[config.mk]
export PLATFORM = sky130hd
export DESIGN_NAME = io_key_debounce
export DESIGN_NICKNAME = d
export VERILOG_FILES = /design/src/rtl/io_key_debounce.sv
export SDC_FILE = /design/constraint.sdc
export NUM_CORES = 1
export LEC_CHECK = 0
export ABC_AREA = 1
export BUFFER_PORTS_ARGS = -buffer_cell sky130_fd_sc_hd__buf_2
export CAP_MARGIN = 25
export CORE_ASPECT_RATIO = 0.5
export CORE_MARGIN = 4
export CORE_UTILIZATION = 44
export DETAILED_ROUTE_END_ITERATION = 10
export GPL_TIMING_DRIVEN = 0
export PLACE_DENSITY_LB_ADDON = 0.3
export SETUP_SLACK_MARGIN = 0.4
export SKIP_LAST_GASP = 1
export SYNTH_ARGS = -nofsm -noshare
export SYNTH_HDL_FRONTEND = slang
export SYNTH_SLANG_ARGS = --single-unit
[constraint.sdc]
create_clock -name i_clk -period 2.7 [get_ports i_clk]
set_input_delay 0.405 -clock i_clk [delete_from_list [all_inputs] [get_ports i_clk]]
set_output_delay 0.405 -clock i_clk [all_outputs]
set_load 0.05 [all_outputs]
[src/rtl/io_key_debounce.sv]
// -----------------------------------------------------------------------------
// io_key_debounce
//
// Multi-channel conditioner for board push-buttons and slide switches. Each
// channel has a flop synchroniser, polarity correction, a four-state debounce
// FSM, one-cycle rise/fall pulses and a sticky press flag with
// write-1-to-clear. A summary interrupt ORs all sticky flags.
//
// Optional feature macro: IO_KEY_REPEAT_EN
//   Defined   : while a channel stays pressed, extra o_rise pulses are produced
//               REPEAT_DELAY cycles after acceptance, then every REPEAT_PERIOD.
//   Undefined : exactly one o_rise pulse per press; REPEAT_* are ignored.
//
// Handshake note: there is no valid/ready flow here. Outputs are registered
// and valid every cycle after reset; i_evt_clr is a level strobe sampled at
// every rising edge (1 = clear that channel's sticky flag).
//
// Ports
//   i_clk       : system clock, rising edge
//   i_rst       : synchronous active-high reset
//   i_raw       : asynchronous raw pad inputs, one per channel
//   i_evt_clr   : write-1-to-clear strobe for o_evt
//   o_level     : debounced level, 1 = pressed/on (polarity corrected)
//   o_rise      : one-cycle pulse on accepted press (and auto-repeat)
//   o_fall      : one-cycle pulse on accepted release
//   o_evt       : sticky press flag per channel
//   o_irq       : OR of all o_evt bits (combinational)
//   o_dbg_state : per-channel FSM state, 2 bits per channel, channel i at [2i+:2]
// -----------------------------------------------------------------------------
module io_key_debounce #(
    parameter int CH            = 4,
    parameter int SYNC_STAGES   = 2,
    parameter int STABLE_CYCLES = 50000,
    parameter int ACTIVE_LOW    = 1,
    parameter int REPEAT_DELAY  = 25000000,
    parameter int REPEAT_PERIOD = 5000000
) (
    input  logic            i_clk,
    input  logic            i_rst,
    input  logic [CH-1:0]   i_raw,
    input  logic [CH-1:0]   i_evt_clr,
    output logic [CH-1:0]   o_level,
    output logic [CH-1:0]   o_rise,
    output logic [CH-1:0]   o_fall,
    output logic [CH-1:0]   o_evt,
    output logic            o_irq,
    output logic [2*CH-1:0] o_dbg_state
);

    typedef enum logic [1:0] {
        REL   = 2'd0,
        CHK_P = 2'd1,
        PRS   = 2'd2,
        CHK_R = 2'd3
    } state_t;

    localparam int             CNT_W    = $clog2(STABLE_CYCLES + 1);
    localparam logic [CNT_W-1:0] CNT_MAX = CNT_W'(STABLE_CYCLES);
    localparam logic [CNT_W-1:0] CNT_ONE = CNT_W'(1);
    // Raw value of an idle (released) pad; also the polarity-correction mask.
    localparam logic [CH-1:0]  IDLE_RAW = (ACTIVE_LOW != 0) ? '1 : '0;

    // ------------------------------------------------------------------
    // Synchroniser
    // ------------------------------------------------------------------
    logic [CH-1:0] sync_q [SYNC_STAGES];
    logic [CH-1:0] s;

    always_ff @(posedge i_clk) begin
        if (i_rst) begin
            for (int k = 0; k < SYNC_STAGES; k++) begin
                sync_q[k] <= IDLE_RAW;
            end
        end else begin
            sync_q[0] <= i_raw;
            for (int k = 1; k < SYNC_STAGES; k++) begin
                sync_q[k] <= sync_q[k-1];
            end
        end
    end

    assign s = sync_q[SYNC_STAGES-1] ^ IDLE_RAW;

    // ------------------------------------------------------------------
    // Debounce FSM state and outputs
    // ------------------------------------------------------------------
    state_t           state_q [CH];
    state_t           state_d [CH];
    logic [CNT_W-1:0] cnt_q   [CH];
    logic [CNT_W-1:0] cnt_d   [CH];
    logic [CH-1:0]    level_q, level_d;
    logic [CH-1:0]    rise_q,  rise_d;
    logic [CH-1:0]    fall_q,  fall_d;
    logic [CH-1:0]    evt_q,   evt_d;
    logic [CH-1:0]    rpt_pulse;

`ifdef IO_KEY_REPEAT_EN
    // ------------------------------------------------------------------
    // Auto-repeat hold counter: counts cycles spent in PRS. rpt_q marks that
    // the initial delay has elapsed so the period applies from then on.
    // ------------------------------------------------------------------
    localparam int HOLD_MAX = (REPEAT_DELAY > REPEAT_PERIOD) ? REPEAT_DELAY : REPEAT_PERIOD;
    localparam int HOLD_W   = $clog2(HOLD_MAX + 1);
    localparam logic [HOLD_W-1:0] HOLD_ONE = HOLD_W'(1);
    localparam logic [HOLD_W-1:0] HOLD_DLY = HOLD_W'(REPEAT_DELAY);
    localparam logic [HOLD_W-1:0] HOLD_PER = HOLD_W'(REPEAT_PERIOD);

    logic [HOLD_W-1:0] hold_q [CH];
    logic [HOLD_W-1:0] hold_d [CH];
    logic [CH-1:0]     rpt_q, rpt_d;

    always_comb begin
        rpt_pulse = '0;
        rpt_d     = rpt_q;
        for (int i = 0; i < CH; i++) begin
            hold_d[i] = hold_q[i];
            if (state_q[i] == PRS && s[i]) begin
                if ((hold_q[i] + HOLD_ONE) == (rpt_q[i] ? HOLD_PER : HOLD_DLY)) begin
                    rpt_pulse[i] = 1'b1;
                    rpt_d[i]     = 1'b1;
                    hold_d[i]    = '0;
                end else begin
                    hold_d[i] = hold_q[i] + HOLD_ONE;
                end
            end else begin
                // Not holding in PRS (including the edge that leaves it):
                // the next press starts from a fresh delay.
                hold_d[i] = '0;
                rpt_d[i]  = 1'b0;
            end
        end
    end

    always_ff @(posedge i_clk) begin
        if (i_rst) begin
            rpt_q <= '0;
            for (int i = 0; i < CH; i++) begin
                hold_q[i] <= '0;
            end
        end else begin
            rpt_q <= rpt_d;
            for (int i = 0; i < CH; i++) begin
                hold_q[i] <= hold_d[i];
            end
        end
    end
`else
    assign rpt_pulse = '0;
`endif

    // Next-state logic for every channel.
    always_comb begin
        level_d = level_q;
        rise_d  = rpt_pulse;
        fall_d  = '0;
        for (int i = 0; i < CH; i++) begin
            state_d[i] = state_q[i];
            cnt_d[i]   = cnt_q[i];
            case (state_q[i])
                REL: begin
                    if (s[i]) begin
                        state_d[i] = CHK_P;
                        cnt_d[i]   = CNT_ONE;
                    end
                end
                CHK_P: begin
                    if (!s[i]) begin
                        state_d[i] = REL;
                        cnt_d[i]   = '0;
                    end else if (cnt_q[i] == CNT_MAX) begin
                        state_d[i] = PRS;
                        cnt_d[i]   = '0;
                        level_d[i] = 1'b1;
                        rise_d[i]  = 1'b1;
                    end else begin
                        cnt_d[i] = cnt_q[i] + CNT_ONE;
                    end
                end
                PRS: begin
                    if (!s[i]) begin
                        state_d[i] = CHK_R;
                        cnt_d[i]   = CNT_ONE;
                    end
                end
                CHK_R: begin
                    if (s[i]) begin
                        state_d[i] = PRS;
                        cnt_d[i]   = '0;
                    end else if (cnt_q[i] == CNT_MAX) begin
                        state_d[i] = REL;
                        cnt_d[i]   = '0;
                        level_d[i] = 1'b0;
                        fall_d[i]  = 1'b1;
                    end else begin
                        cnt_d[i] = cnt_q[i] + CNT_ONE;
                    end
                end
                default: begin
                    state_d[i] = REL;
                    cnt_d[i]   = '0;
                end
            endcase
        end
        // Set wins over clear: a clear that coincides with a press pulse,
        // whether at the edge producing it or while it is visible, is ignored.
        evt_d = (evt_q & ~(i_evt_clr & ~rise_q)) | rise_d;
    end

    always_ff @(posedge i_clk) begin
        if (i_rst) begin
            level_q <= '0;
            rise_q  <= '0;
            fall_q  <= '0;
            evt_q   <= '0;
            for (int i = 0; i < CH; i++) begin
                state_q[i] <= REL;
                cnt_q[i]   <= '0;
            end
        end else begin
            level_q <= level_d;
            rise_q  <= rise_d;
            fall_q  <= fall_d;
            evt_q   <= evt_d;
            for (int i = 0; i < CH; i++) begin
                state_q[i] <= state_d[i];
                cnt_q[i]   <= cnt_d[i];
            end
        end
    end

    always_comb begin
        o_dbg_state = '0;
        for (int i = 0; i < CH; i++) begin
            o_dbg_state[2*i +: 2] = state_q[i];
        end
    end

    assign o_level = level_q;
    assign o_rise  = rise_q;
    assign o_fall  = fall_q;
    assign o_evt   = evt_q;
    assign o_irq   = |evt_q;

endmodule

# --- Word-level counts from Yosys, hierarchy flattened ---
# Memories as Yosys holds them, arrays and structs flattened.
# Index checks and enable logic that the tools add are counted.
totals:
  ff_bits: 16
  ramBits: 80
  input_bits: 10
  word_cells: 183
  mem_count: 3
memory_table:
  columns: ["name", "depth", "word_bits", "rd", "rd_ports_with_merged_regs", "wr", "line", "text"]
  rows:
  - ["cnt_q", 4, 16, 4, 0, 4, "89", "logic [CNT_W-1:0] cnt_q [CH];"]
  - ["state_q", 4, 2, 4, 0, 4, "87", "state_t state_q [CH];"]
  - ["sync_q", 2, 4, 2, 0, 2, "66", "logic [CH-1:0] sync_q [SYNC_STAGES];"]
classes:
  addsub: 4
  n_eq_ne: 32
  n_mux: 97
  n_bitwise: 20
  n_reduce_logical: 17
ops:
  columns: ["cell", "n"]
  rows:
  - ["$mux 16", 24]
  - ["$pmux 16 s4", 4]
  - ["$add 16x1->16 const B", 4]
  - ["$eq 16x16->1 const B", 4]
  - ["$mux 2", 28]
  - ["$ne 2x2->1 const B", 16]
  - ["$pmux 2 s4", 4]
  - ["$mux 1", 31]
  - ["$reduce_and 5->1", 4]
  - ["$eq 2x2->1 const B", 8]
  - ["$not 4->4", 3]
  - ["$reduce_or 3->1", 4]
  - ["$or 1x1->1", 10]
  - ["$and 4x4->4", 2]
  - ["$eq 2x1->1 const B", 4]
  - ["$logic_not 2->1", 4]
  - ["$mux 4", 2]
  - ["$pmux 1 s2", 4]
  - ["$reduce_bool 2->1", 4]
  - ["$not 1->1", 4]
  - ["$or 4x4->4", 1]
  - ["$reduce_or 4->1", 1]

# --- Depth between registers and ports, before layout ---
# An unclocked memory read counts as a cell.
logic_depth:
  word_depth: 6
  ltp_mapped: 11

# --- Worst setup path after synthesis ---
# Ideal clock, no wire load.
synth_path:
  kind: "flip-flop to flip-flop"
  start: "memory state_q[3][0] in the netlist's numbering"
  end: "memory cnt_q[3][15] in the netlist's numbering"
  t_arrival_ps: 1815
  t_required_ps: 2583
  path_slack_ps: 768
  stages_incl_launch_ff: 11
  path_buffers: 1
  path_cell_list: "dfxtp_1 -> inv_1 -> ha_1 -> nand3_1 -> nand2_2 -> inv_1 -> buf_4 -> nand2_1 -> nor2_1 -> o21ai_0 -> nor2_1"
synth_rtl:
  columns: ["item", "line"]
  rows:
  - ["from (decl)", "87"]
  - ["to (decl)", "89"]

==> impl_results.md <==
- GPL Wtd Cong: 0.889
- Worst r2r src: state_q[3][0]
- Skew final: 0.00667 ns
- Async SR Flop Fraction: 0%
- Initial drt markers: 328
- Cells after Synth: 800
- Metal3 WL: 686 microns
- CP startpoint kind: register
- Total CTS buffers: 9
- Worst slack, placed: 0.761 ns
- Port bufs: 34
- Vias per cell: 5.06
- Worst setup startpoint: state_q[3][0]
- Hold path startpoint: i_raw[0]
- Final Cycle Share: 67.5%
- Worst Path Class, Setup: register to register
- Hold Violations, Final: 0
- Setup tns final: 0 ns
- Router iterations before antenna repair: 5
- Final setup vio count: 0
- Die width: 163 microns
- DR WL met2: 5940 microns
- Layout Nets: 866
- RSZ-0062 raised after global routing: false
- Dominant synthesized flop cell: dfxtp_1
- Synth Register Bits: 96
- Largest cells by area after synthesis: dfxtp_1 (36%), nand2_1 (14%), nor2_1 (7.6%), inv_1 (7.4%), nand3_1 (5.7%)
- Clock latency on the worst-skew pair: 0.35 ns
- Row cnt: 28
- Maximum clock rate: 549 MHz
- Arrival @ worst endpoint: 2.11 ns
- Number of global-route vias before repair: 4,595
- Total GRT Usage: 19.4%
- Synth Net Count: 821
- Leak Pwr: 2.37 nW
- Met1 wire length: 6390 microns
- Most frequent cells after synthesis: nand2_1 (196), nor2_1 (108), inv_1 (105)
- Most used cell, CP: nor2_1
- Relative slew slack: 44.7%
- Cts repair resizes: 0
- Buf+Inv Stages, Crit Path: 1
- CTS Hold Bufs: 0
- Top-count cell post-synth: nand2_1
- Clock transition at path regs: 0.07 ns
- Total congestion overflow: 0
- Cell Area, Synth: 5310 sq um
- R2r setup slk: 0.88 ns
- Top cell type by total area after synthesis: dfxtp_1
- CP max FO: 10
- Worst EP required: 2.98 ns
- Postcts setup bufs: 0
- CTS tree: built
- Post-DRT Antenna Nets: 0
- Syn_area_per_cell: 6.64 sq um
- Synth top area share: 36.2%
- Initial antenna violation count: 0
- Worst setup margin: 0.877 ns
- Share of cells above drive strength 1: 14.7%
- Max VDD drop: 0.295 mV
- Total power: 3.31 mW
- Initial Utilization: 45.0%
- Clock period minus worst slack: 1.82 ns
- Die area: 14,000 sq um
- Clk Tree Root Cell: clkbuf_16
- First-pass GRT wire length: 22,000 microns
- DRC: 0
- # diodes: 0
- Power per cell area: 553 nW/um^2
- WL/cell: 13.0 microns
- Status: complete, no violations
- Final slew viol count: 0
- YS warnings: 0
- Core Footprint: 11,800 sq um
- Hold crit path type: primary input to register
- DP HPWL: 9660 microns
- Slowest cell delay on critical path: 0.42 ns
- Clock sinks: 96
- Post-Route WL: 13,200 microns
- CP max-delay cell: dfxtp_1
- DR vias: 5,137
- Family with the most delay on the worst path: simple AND/OR/NAND/NOR gates
- Post-synth EDFFs: 0
- Maximum number of pins on one net before global-route repair: 16
- Max layer used: met4
- Yosys cell types: 44
- CP cell instances: inv_1 > ha_1 > nand3_1 > nand2_2 > a21oi_4 > nand3_1 > nor2_1 > nor2_1 > nor2_1
- I/O pin total: 35
- Max Buffers Root-to-Sink: 2
- Post-synthesis sequential area ratio: 36.2%
- Area delta synth->final: 12.6%
- H-tree depth: 3
- Max-cap violations: 0
- Chip Height: 85.7 microns
- Worst Setup End Kind: register
- Slew @ Worst Pin: 0.830 ns
[layout by cell type (no fill, tap or decap), drive strengths merged, types with 8 or more instances in the layout]
cell type and n:
a21oi 47, dfxtp 96, inv 109, buf 46
nor3 11, xor2 8, nand2 213, or2 10
clkbuf 16, ha 11, o21ai 43, nand3 63
nand4 27, nor2 121
[state kept, by name, summed over array words and instances (netlist names), named ones only]
register,flops
o_evt,4
o_fall,4
cnt_q,64
o_level,4
sync_q,8
o_rise,4
state_q,4
[report_power, final]
group          switching, mW  leakage, nW  internal (mW)
Clock                  0.550        0.149          0.700
Combinational          0.402         1.45          0.147
Sequential            0.0508        0.777           1.46
Total                   1.00         2.37           2.30
[stage by stage]
stage,instance area [sq um],cells,util (%),hold WS [ns]
after detailed placement,5690,999,48.2,0.394
after global placement,5690,999,48.2,0.393
final,5980,1015,50.7,0.239
after floorplan,5310,800,-,0.389
after global routing,5980,1015,50.7,0.242
after CTS,5980,1015,50.7,0.235
[routing by layer]
metal,vias up,global-route usage (%)
li1,2647,-
met1,2338,26.0
met2,135,31.9
met3,17,4.08
met4,0,5.25
met5,-,0
[cells by family (layout without fill, tap and decap cells)]
| kind of cell | after synthesis | in the layout | share of synthesized area [%] |
|---|---|---|---|
| AOI/OAI and AO/OA | 104 | 104 | 11.9 |
| xor gates and xnor gates | 10 | 10 | 1.65 |
| buffers and inverters | 126 | 176 | 9.59 |
| DFF | 96 | 96 | 36.2 |
| adders and majority gates | 11 | 11 | 2.59 |
| and+or+nand+nor | 453 | 453 | 38.1 |
[path summary, 6_finish.rpt]
check                 endpoint  cells past startpoint
hold / removal    sync_q[0][0]                      2
hold reg to reg   sync_q[0][6]                      1
setup reg to reg  cnt_q[3][14]                      9
setup / recovery  cnt_q[3][14]                      9
[final cells by class]
type	count	area [sq um]
Tap cell	165	206
Fill cell	1185	5820
Multi-Input combinational cell	578	2880
Buffer	16	96.3
Timing Repair Buffer	34	170
Clock inverter	4	27.5
Clock buffer	12	267
Sequential cell	96	1920
Inverter	110	413
(Power assumes the default switching activity.)
